File: src/rtl/hpm_counter_unit_if.sv
// hpm_counter_unit_if: CSR access bus between the CSR file (master) and the HPM counter unit (slave)
// csr_addr_i/csr_we_i/csr_wdata_i/priv_lvl_i driven by the CSR file; csr_rdata_o/csr_hit_o/csr_illegal_o returned combinationally
interface hpm_counter_unit_if;
  logic [11:0] csr_addr_i;
  logic        csr_we_i;
  logic [31:0] csr_wdata_i;
  logic [1:0]  priv_lvl_i;
  logic [31:0] csr_rdata_o;
  logic        csr_hit_o;
  logic        csr_illegal_o;
  modport master (
    output csr_addr_i, csr_we_i, csr_wdata_i, priv_lvl_i,
    input  csr_rdata_o, csr_hit_o, csr_illegal_o
  );
  modport slave (
    input  csr_addr_i, csr_we_i, csr_wdata_i, priv_lvl_i,
    output csr_rdata_o, csr_hit_o, csr_illegal_o
  );
endinterface

File: src/rtl/hpm_counter_unit.sv
// hpm_counter_unit: machine performance counters (mcycle, minstret, mhpmcounterN) with CSR access and user shadows
// clk/rst: core clock, synchronous active-high reset; bus: CSR access (slave)
// instr_retired_i: one retirement this cycle; event_i: one-cycle event pulses selected by mhpmeventN
module hpm_counter_unit #(
  parameter int NUM_HPM       = 4,
  parameter int COUNTER_WIDTH = 64,
  parameter int NUM_EVENTS    = 16
) (
  input  logic                  clk,
  input  logic                  rst,
  hpm_counter_unit_if.slave     bus,
  input  logic                  instr_retired_i,
  input  logic [NUM_EVENTS-1:0] event_i
);
  localparam int CW = COUNTER_WIDTH;
  localparam int EW = $clog2(NUM_EVENTS + 1);
  // implemented counter indices: mcycle, minstret and mhpmcounter3..3+NUM_HPM-1
  localparam logic [31:0] IMP = 32'h5 | (((32'h1 << NUM_HPM) - 32'h1) << 3);
  logic [11:0] a;
  logic [4:0] idx;
  logic m_lo, m_hi, u_lo, u_hi, cnt_sel, evt_sel, inh_sel, en_sel;
  logic hit, ill, wr, m_priv;
  logic [31:0] inh_q, en_q, val;
  logic [CW-1:0] c;
  logic [CW-1:0] cnt [32];
  logic [EW-1:0] evt [32];
  logic [NUM_EVENTS:0] ev_ext;
  assign a       = bus.csr_addr_i;
  assign idx     = a[4:0];
  assign m_priv  = bus.priv_lvl_i == 2'b11;
  assign m_lo    = a[11:5] == 7'h58;
  assign m_hi    = a[11:5] == 7'h5c;
  assign u_lo    = a[11:5] == 7'h60;
  assign u_hi    = a[11:5] == 7'h64;
  // index 1 (time) is not owned here
  assign cnt_sel = (m_lo | m_hi | u_lo | u_hi) & (idx != 5'd1);
  assign evt_sel = (a[11:5] == 7'h19) & (idx >= 5'd3);
  assign inh_sel = a == 12'h320;
  assign en_sel  = a == 12'h306;
  assign hit     = cnt_sel | evt_sel | inh_sel | en_sel;
  assign ill     = hit & ((u_lo | u_hi) ? (bus.csr_we_i | (~m_priv & ~en_q[idx])) : ~m_priv);
  assign wr      = bus.csr_we_i & hit & ~ill;
  // event e selects event_i[e-1]; slot 0 never fires
  assign ev_ext  = {event_i, 1'b0};
  always_ff @(posedge clk)
    if (rst) begin
      inh_q <= '0;
      en_q  <= '0;
    end else begin
      if (wr & inh_sel) inh_q <= bus.csr_wdata_i & IMP;
      if (wr & en_sel) en_q <= bus.csr_wdata_i & IMP;
    end
  for (genvar g = 0; g < 32; g++) begin : g_k
    if (IMP[g]) begin : g_c
      logic [CW-1:0] cnt_q, cnt_d;
      logic inc, wr_lo, wr_hi;
      if (g == 0) begin : g_cy
        assign inc    = 1'b1;
        assign evt[g] = '0;
      end else if (g == 2) begin : g_ir
        assign inc    = instr_retired_i;
        assign evt[g] = '0;
      end else begin : g_ev
        logic [EW-1:0] evt_q;
        always_ff @(posedge clk)
          if (rst) evt_q <= '0;
          else if (wr & evt_sel & (idx == 5'(g))) evt_q <= bus.csr_wdata_i[EW-1:0];
        assign inc    = (evt_q <= EW'(NUM_EVENTS)) & ev_ext[evt_q];
        assign evt[g] = evt_q;
      end
      assign wr_lo = wr & m_lo & (idx == 5'(g));
      assign wr_hi = wr & m_hi & (idx == 5'(g));
      // a write to either half replaces that cycle's increment entirely
      assign cnt_d = wr_lo ? {cnt_q[CW-1:32], bus.csr_wdata_i} :
                     wr_hi ? {bus.csr_wdata_i[CW-33:0], cnt_q[31:0]} :
                     cnt_q + CW'(inc & ~inh_q[g]);
      always_ff @(posedge clk)
        if (rst) cnt_q <= '0;
        else cnt_q <= cnt_d;
      assign cnt[g] = cnt_q;
    end else begin : g_z
      assign cnt[g] = '0;
      assign evt[g] = '0;
    end
  end
  always_comb begin
    c   = cnt[idx];
    val = cnt_sel ? ((m_hi | u_hi) ? 32'(c[CW-1:32]) : c[31:0]) :
          evt_sel ? 32'(evt[idx]) :
          inh_sel ? inh_q : en_q;
  end
  assign bus.csr_rdata_o   = (hit & ~ill) ? val : 32'h0;
  assign bus.csr_hit_o     = hit;
  assign bus.csr_illegal_o = ill;
endmodule

File: src/flat_wrapper.sv
// flat-port wrapper written by rule: the top's interface ports become plain ports
module hpm_counter_unit_flat 
#(
  parameter int NUM_HPM       = 4,
  parameter int COUNTER_WIDTH = 64,
  parameter int NUM_EVENTS    = 16
)
  (clk, rst, instr_retired_i, event_i, bus_csr_addr_i, bus_csr_we_i, bus_csr_wdata_i, bus_priv_lvl_i, bus_csr_rdata_o, bus_csr_hit_o, bus_csr_illegal_o);
  hpm_counter_unit_if bus_i ();
  input  logic clk;
  input  logic rst;
  input  logic instr_retired_i;
  input  logic [NUM_EVENTS-1:0] event_i;
  input wire logic [$bits(bus_i.csr_addr_i)-1:0] bus_csr_addr_i;
  input wire logic [$bits(bus_i.csr_we_i)-1:0] bus_csr_we_i;
  input wire logic [$bits(bus_i.csr_wdata_i)-1:0] bus_csr_wdata_i;
  input wire logic [$bits(bus_i.priv_lvl_i)-1:0] bus_priv_lvl_i;
  output wire logic [$bits(bus_i.csr_rdata_o)-1:0] bus_csr_rdata_o;
  output wire logic [$bits(bus_i.csr_hit_o)-1:0] bus_csr_hit_o;
  output wire logic [$bits(bus_i.csr_illegal_o)-1:0] bus_csr_illegal_o;
  assign bus_i.csr_addr_i = bus_csr_addr_i;
  assign bus_i.csr_we_i = bus_csr_we_i;
  assign bus_i.csr_wdata_i = bus_csr_wdata_i;
  assign bus_i.priv_lvl_i = bus_priv_lvl_i;
  assign bus_csr_rdata_o = bus_i.csr_rdata_o;
  assign bus_csr_hit_o = bus_i.csr_hit_o;
  assign bus_csr_illegal_o = bus_i.csr_illegal_o;
  hpm_counter_unit #(.NUM_HPM(NUM_HPM), .COUNTER_WIDTH(COUNTER_WIDTH), .NUM_EVENTS(NUM_EVENTS)) u_core (.clk(clk), .rst(rst), .bus(bus_i), .instr_retired_i(instr_retired_i), .event_i(event_i));
endmodule
File: config.mk
export PLATFORM = sky130hd
export DESIGN_NAME = hpm_counter_unit_flat
export DESIGN_NICKNAME = d
export VERILOG_FILES = /design/src/rtl/hpm_counter_unit_if.sv /design/src/rtl/hpm_counter_unit.sv /design/src/flat_wrapper.sv
export SDC_FILE = /design/constraint.sdc
export NUM_CORES = 2
export LEC_CHECK = 0
export CORE_MARGIN = 2
export CORE_UTILIZATION = 45
export CTS_BUF_LIST = sky130_fd_sc_hd__clkbuf_16
export CTS_CLUSTER_SIZE = 24
export DETAILED_ROUTE_END_ITERATION = 6
export PLACE_DENSITY = 0.7
export SLEW_MARGIN = 40
export SYNTH_ARGS = -nofsm -noshare
export SYNTH_HDL_FRONTEND = slang
export SYNTH_SLANG_ARGS = --single-unit
File: constraint.sdc
create_clock -name clk -period 3.2 [get_ports clk]
set_input_delay 0.48 -clock clk [delete_from_list [all_inputs] [get_ports clk]]
set_output_delay 0.48 -clock clk [all_outputs]
set_load 0.005 [all_outputs]
Yosys cells after proc, flatten, opt, wreduce, memory -nomap -nowiden
Cells that the tools add are included.
{"block": "totals", "reg_bits": 416, "in_bits": 66, "out_inout_bits": 34}
{"block": "classes", "addsub": 6, "order_cmp": 11, "n_eq_ne": 20, "mux": 34, "n_bitwise": 56, "n_reduce_logical": 1}
{"cell": "$mux W64", "count": 8}
{"cell": "$add A64 B64 Y64", "count": 5}
{"cell": "$and A1 B64 Y64", "count": 5}
{"cell": "$bmux W64 S5", "count": 1}
{"cell": "$mux W32", "count": 10}
{"cell": "$not A1 Y64", "count": 5}
{"cell": "$add A64 B1 Y64", "count": 1}
{"cell": "$and A1 B1 Y1", "count": 32}
{"cell": "$lt A5 B6 Y1 const B", "count": 5}
{"cell": "$eq A7 B7 Y1 const B", "count": 4}
{"cell": "$bmux W1 S5", "count": 5}
{"cell": "$bmux W5 S5", "count": 1}
{"cell": "$eq A12 B10 Y1 const B", "count": 2}
{"cell": "$le A5 B5 Y1 const B", "count": 4}
{"cell": "$eq A5 B3 Y1 const B", "count": 3}
{"cell": "$ne A2 B1 Y1 const B", "count": 6}
{"cell": "$eq A5 B2 Y1 const B", "count": 2}
{"cell": "$mux W5", "count": 2}
{"cell": "$or A1 B1 Y1", "count": 9}
{"cell": "$eq A7 B5 Y1 const B", "count": 1}
{"cell": "$mux W7", "count": 1}
{"cell": "$ge A6 B6 Y1 const B", "count": 1}
{"cell": "$mux W1", "count": 6}
{"cell": "$not A5 Y6", "count": 1}
{"cell": "other kinds (5)", "count": 8}

Logic depth before layout (Yosys ltp)
{"block": "logic_depth", "depth_word": 15, "ltp_mapped": 17, "depth_no_buf": 14}

Least setup slack after synthesis
Ideal clock, no wire load.
{"block": "synth_timing", "kind": "flip-flop to flip-flop", "start": "register u_core.g_k[4].g_c.g_ev.evt_q[0]", "end": "register u_core.g_k[4].g_c.cnt_q[48]", "setup_time_ps": 78, "t_arrival_ps": 3434, "path_slack_ps": -312, "path_stages_with_launch": 16, "path_buffers": 3, "synth_period_minus_slack_ps": 3512, "path_cell_list": "dfxtp_1 -> clkbuf_1 -> mux4_2 -> mux4_2 -> nor2_1 -> a211oi_1 -> ha_1 -> ha_1 -> and4_1 -> clkbuf_1 -> nor4b_1 -> and4_1 -> clkbuf_2 -> nand3_1 -> mux2_2 -> nor3_1"}
{"block": "synth_via", "elab_chain_len": 6}
{"element": "start: declaration", "line_no": "hpm_counter_unit.sv:64", "text": "logic [EW-1:0] evt_q;"}
{"element": "start signal: assignment", "line_no": "hpm_counter_unit.sv:67", "text": "else if (wr & evt_sel & (idx == 5'(g))) evt_q <= bus.csr_wdata_i[EW-1:0];"}
{"element": "$bmux W1 S5", "line_no": "hpm_counter_unit.sv:68", "text": "assign inc = (evt_q <= EW'(NUM_EVENTS)) & ev_ext[evt_q];"}
{"element": "$mux W1 (implied by the code)", "line_no": "hpm_counter_unit.sv:68"}
{"element": "$and A1 B1 Y1 (*)", "line_no": "hpm_counter_unit.sv:68"}
{"element": "$and A1 B64 Y64 (*)", "line_no": "hpm_counter_unit.sv:76", "text": "cnt_q + CW'(inc & ~inh_q[g]);"}
{"element": "$add A64 B64 Y64 (*)", "line_no": "hpm_counter_unit.sv:76"}
{"element": "$mux W64 (*)", "line_no": "hpm_counter_unit.sv:75", "text": "wr_hi ? {bus.csr_wdata_i[CW-33:0], cnt_q[31:0]} :"}
{"element": "end signal: assignment", "line_no": "hpm_counter_unit.sv:79", "text": "else cnt_q <= cnt_d;"}
{"element": "end: declaration", "line_no": "hpm_counter_unit.sv:55", "text": "logic [CW-1:0] cnt_q, cnt_d;"}
Every way passes the cells marked *; elsewhere a longest branch is shown, timed or not. The select of a mux whose other input is x is not followed.
A chain may end at the register's enable or synchronous reset.

Final worst setup path
{"block": "layout_timing", "start": "register u_core.g_k[4].g_c.g_ev.evt_q[0]", "end": "register u_core.g_k[4].g_c.cnt_q[37]"}
Same word-level chain as after synthesis.

==> results.md <==
- # rows: 94
- Post-synth EDFFs: 0
- Largest family of logic cells by synthesized area: simple AND/OR/NAND/NOR gates
- Share of the synthesized area in the top cell type: 27.6%
- IO Pins: 100
- TritonRoute pass-1 iters: 7
- Vias/cell: 7.07
- Post-layout nets: 4,722
- Asr flop ratio synth: 0%
- Vias in the first global route: 34.6k
- CP Max Fanout: 5
- Mapped Area: 30,100 sq um
- Failing checks: DRC, setup timing
- Core area: 66,100 sq um
- Worst path arrival time: 3960 ps
- Hold Path Sink: u_core.g_k[2].g_c.cnt_q[5]
- GRT Overall Usage: 45.2%
- Post-route clock period utilization: 106%
- RSZ-0062 raised after global routing: yes
- Yosys top cell by area: dfxtp_1
- Syn-to-layout area delta: 33.7%
- Detailed-route via count: 39.3k
- CTS Buf Count: 51
- Ys flop type: dfxtp_1
- Max_slew headroom: 37.3%
- Worst reg2reg path endpoint: u_core.g_k[4].g_c.cnt_q[37]
- WL final: 166,000 um
- Final WS setup: -200 ps
- Clock Sinks: 416
- Post-synthesis simple-gate area fraction: 29.6%
- DR WL/cell: 29.9 um
- Post-synthesis sequential area ratio: 27.6%
- Max-Cap Viols: 0
- H-tree depth reported by CTS: 2
- Final Max Tran Viols: 0
- Crit end category: register
- Yosys Warn Count: 0
- Gr ovfl total: 0
- Fill cells: 5,958
- Number of cells on the worst reg-to-reg path: 10
- Clk_skew: 26.6 ps
- CTS root buffer: clkbuf_16
- Largest net degree at the start of global routing: 138
- Ranking of synthesized cells by area: dfxtp_1 (28%), a21oi_1 (6.6%), mux2i_1 (5.8%)
- Worst-Margin Slew: 938 ps
- Multiplexer share of the synthesized area: 8.20%
- Commonest non-fill, non-tap cell in the layout: buf_4
- Worst setup SP type: register
- Post-Place Cell Area: 36,600 sq um
- Share of layout cells above drive strength 1: 24.8%
- Netlist cell types: 89
- Max Clock Freq: 0.294 GHz
- Outcome: finished with violations
- Required time of the critical path: 3760 ps
- Synthesized instance count: 4,135
- Final Cell Area: 40,300 sq um
- Most frequent cells in the layout: buf_4 (622), dfxtp_1 (400), a21oi_1 (381)
- Setup Viol. Count Final: 74
- Worst VDD drop: 357 uV
- Storage cell area: 8370 sq um
- GPL Wtd Cong: 1.15
- Die width: 263 um
- Antenna violations before repair: 7
- Final Core Density: 61.0%
- Die footprint: 69,100 sq um
- Max Root-Sink Buffers: 3
- First-pass GRT wire length: 235,000 um
- Final ANT Viol Nets: 0
- Minimum clock period: 3400 ps
- Adder-cell area share of the yosys netlist: 0.498%
- P_leak: 14.4 nW
- FF+latch count, synth: 416
- Initial DRC count: 7,282
- Die H: 263 um
- Hold Fails Final Rpt: 0
- Skew-Pair Late Insertion Delay: 630 ps
- Initial Utilization: 45.6%
- PortBufs: 99
- Number of remaining DRC errors: 9
- Footprint of the multi-input gates: 21,900 sq um
- Mean Syn Cell Area: 7.29 sq um
- Pwr dens: 302 nW/um^2
- Post-DP HPWL: 118,000 um
- Worst Hold Class: input pin to register
- Hold path cells: 2
- Post-Synth XOR/XNOR Area: 1.10%
- Area fraction in compound gates after synthesis: 27.7%
- Syn_nets: 4,213
- CTS tree: yes
- Worst R2R Start: u_core.g_k[4].g_c.g_ev.evt_q[0]
- Hold Path Origin: rst
- Final Total Pwr: 12.2 mW
- Reg2reg setup slack: -200 ps
- Clk pin slew, worst setup/hold paths: 60 ps
- CP Class: register to register
## critical path: stages (launching register included)
cell and delay [ps]:
dfxtp_4 370, mux4_2 340, mux4_2 280, nor2_4 50, a211oi_4 510, ha_4 260, and4_4 240, nand3_2 90
or4_4 600, o41ai_1 420, o21a_1 180
## power breakdown
part	switching (mW)	leakage [nW]	internal (mW)	total, mW
Sequential	0.00563	3.36	5.18	5.18
Clock	2.53	0.809	3.31	5.84
Combinational	0.802	10.2	0.335	1.14
Total	3.34	14.4	8.83	12.2
## layer usage
metal  track usage [%]  share of wire, %  up-vias
li1                  -                 -    16700
met1              59.3                36    18400
met2              61.3                39     3385
met5                 0             0.013        -
met3              16.9                17      719
met4              30.0               8.2        4
## synthesized netlist by cell type, types with 11 or more instances
cell	number
inv_1	46
nand3b_1	16
o22ai_1	47
mux4_2	17
buf_2	50
ha_1	12
nand4_1	133
dfxtp_1	416
or3_1	39
a31oi_1	113
and3_1	87
a311oi_1	13
nand2_1	341
and4_1	51
a21o_1	31
or4_1	16
mux2i_1	176
nand4b_1	18
nand3_1	181
xor2_1	19
o221ai_1	32
a21oi_1	398
o21a_1	13
nor3_1	139
and2_1	84
nor4_1	97
a221oi_1	15
o21ai_0	303
o211ai_1	37
nor2b_1	14
nor3b_1	17
nor4b_1	16
xnor2_1	19
o31ai_1	11
nor2_1	395
nor4_2	11
a22oi_1	103
buf_1	31
mux2_2	29
clkbuf_1	276
a32oi_1	11
a211oi_1	86
## registers in the layout, indices dropped and copies added, names as in the netlist
signal,flops
u_core.g_k.g_c.cnt_q,384
u_core.en_q,6
u_core.g_k.g_c.g_ev.evt_q,20
u_core.inh_q,6
## cell families (layout without fill, tap and decap cells)
kind of cell | Yosys count | in the layout
DFF | 416 | 416
adders and majority gates | 12 | 12
and+or+nand+nor | 1706 | 1706
other | 0 | 15
muxes | 222 | 222
buffers and inverters | 408 | 949
xor gates and xnor gates | 38 | 38
AOI/OAI and AO/OA | 1333 | 1333
## metrics by stage
| step | TNS (ps) | std cells | hold slack (ps) | setup slack, ps |
|---|---|---|---|---|
| after global routing | -10900 | 5540 | 309 | -241 |
| after detailed placement | -157060 | 5418 | 471 | -935 |
| after floorplan | -41.1 | 4135 | 432 | -25.0 |
| after CTS | -1400 | 5528 | 256 | -138 |
| after global placement | -146330 | 5418 | 452 | -917 |
| final | -5190 | 5555 | 285 | -200 |
## area by class of cell
| type | count | area share, % |
|---|---|---|
| flip-flops and latches | 416 | 20.7 |
| multi-input cells | 3311 | 54.2 |
| diodes | 15 | 0.0931 |
| well taps | 864 | 2.68 |
| inverters | 47 | 0.438 |
| clock buffers | 52 | 3.23 |
| repair buffers | 817 | 17.9 |
| clock inverters | 33 | 0.714 |
## worst max-delay path by stage
stage,from,endpoint,slack [ps]
after CTS,u_core.g_k[3].g_c.g_ev.evt_q[0],u_core.g_k[3].g_c.cnt_q[43],-140
after floorplan,u_core.g_k[4].g_c.g_ev.evt_q[0],u_core.g_k[4].g_c.cnt_q[48],-20
after global routing,u_core.g_k[4].g_c.g_ev.evt_q[0],u_core.g_k[4].g_c.cnt_q[37],-240
after detailed placement,event_i[0],u_core.g_k[5].g_c.cnt_q[35],-940
after global placement,event_i[0],u_core.g_k[5].g_c.cnt_q[35],-920
final,u_core.g_k[4].g_c.g_ev.evt_q[0],u_core.g_k[4].g_c.cnt_q[37],-200
## what timing repair did
action / 4_1_cts / 5_1_grt
pin swaps: 45 / 129
gates resized for setup: 230 / 266
endpoints found under the setup margin: 233 / 186
cloned: 5 / 0
buffers inserted: 24 / 17
hold buffers: 0 / 0
(Power assumes the default switching activity.)
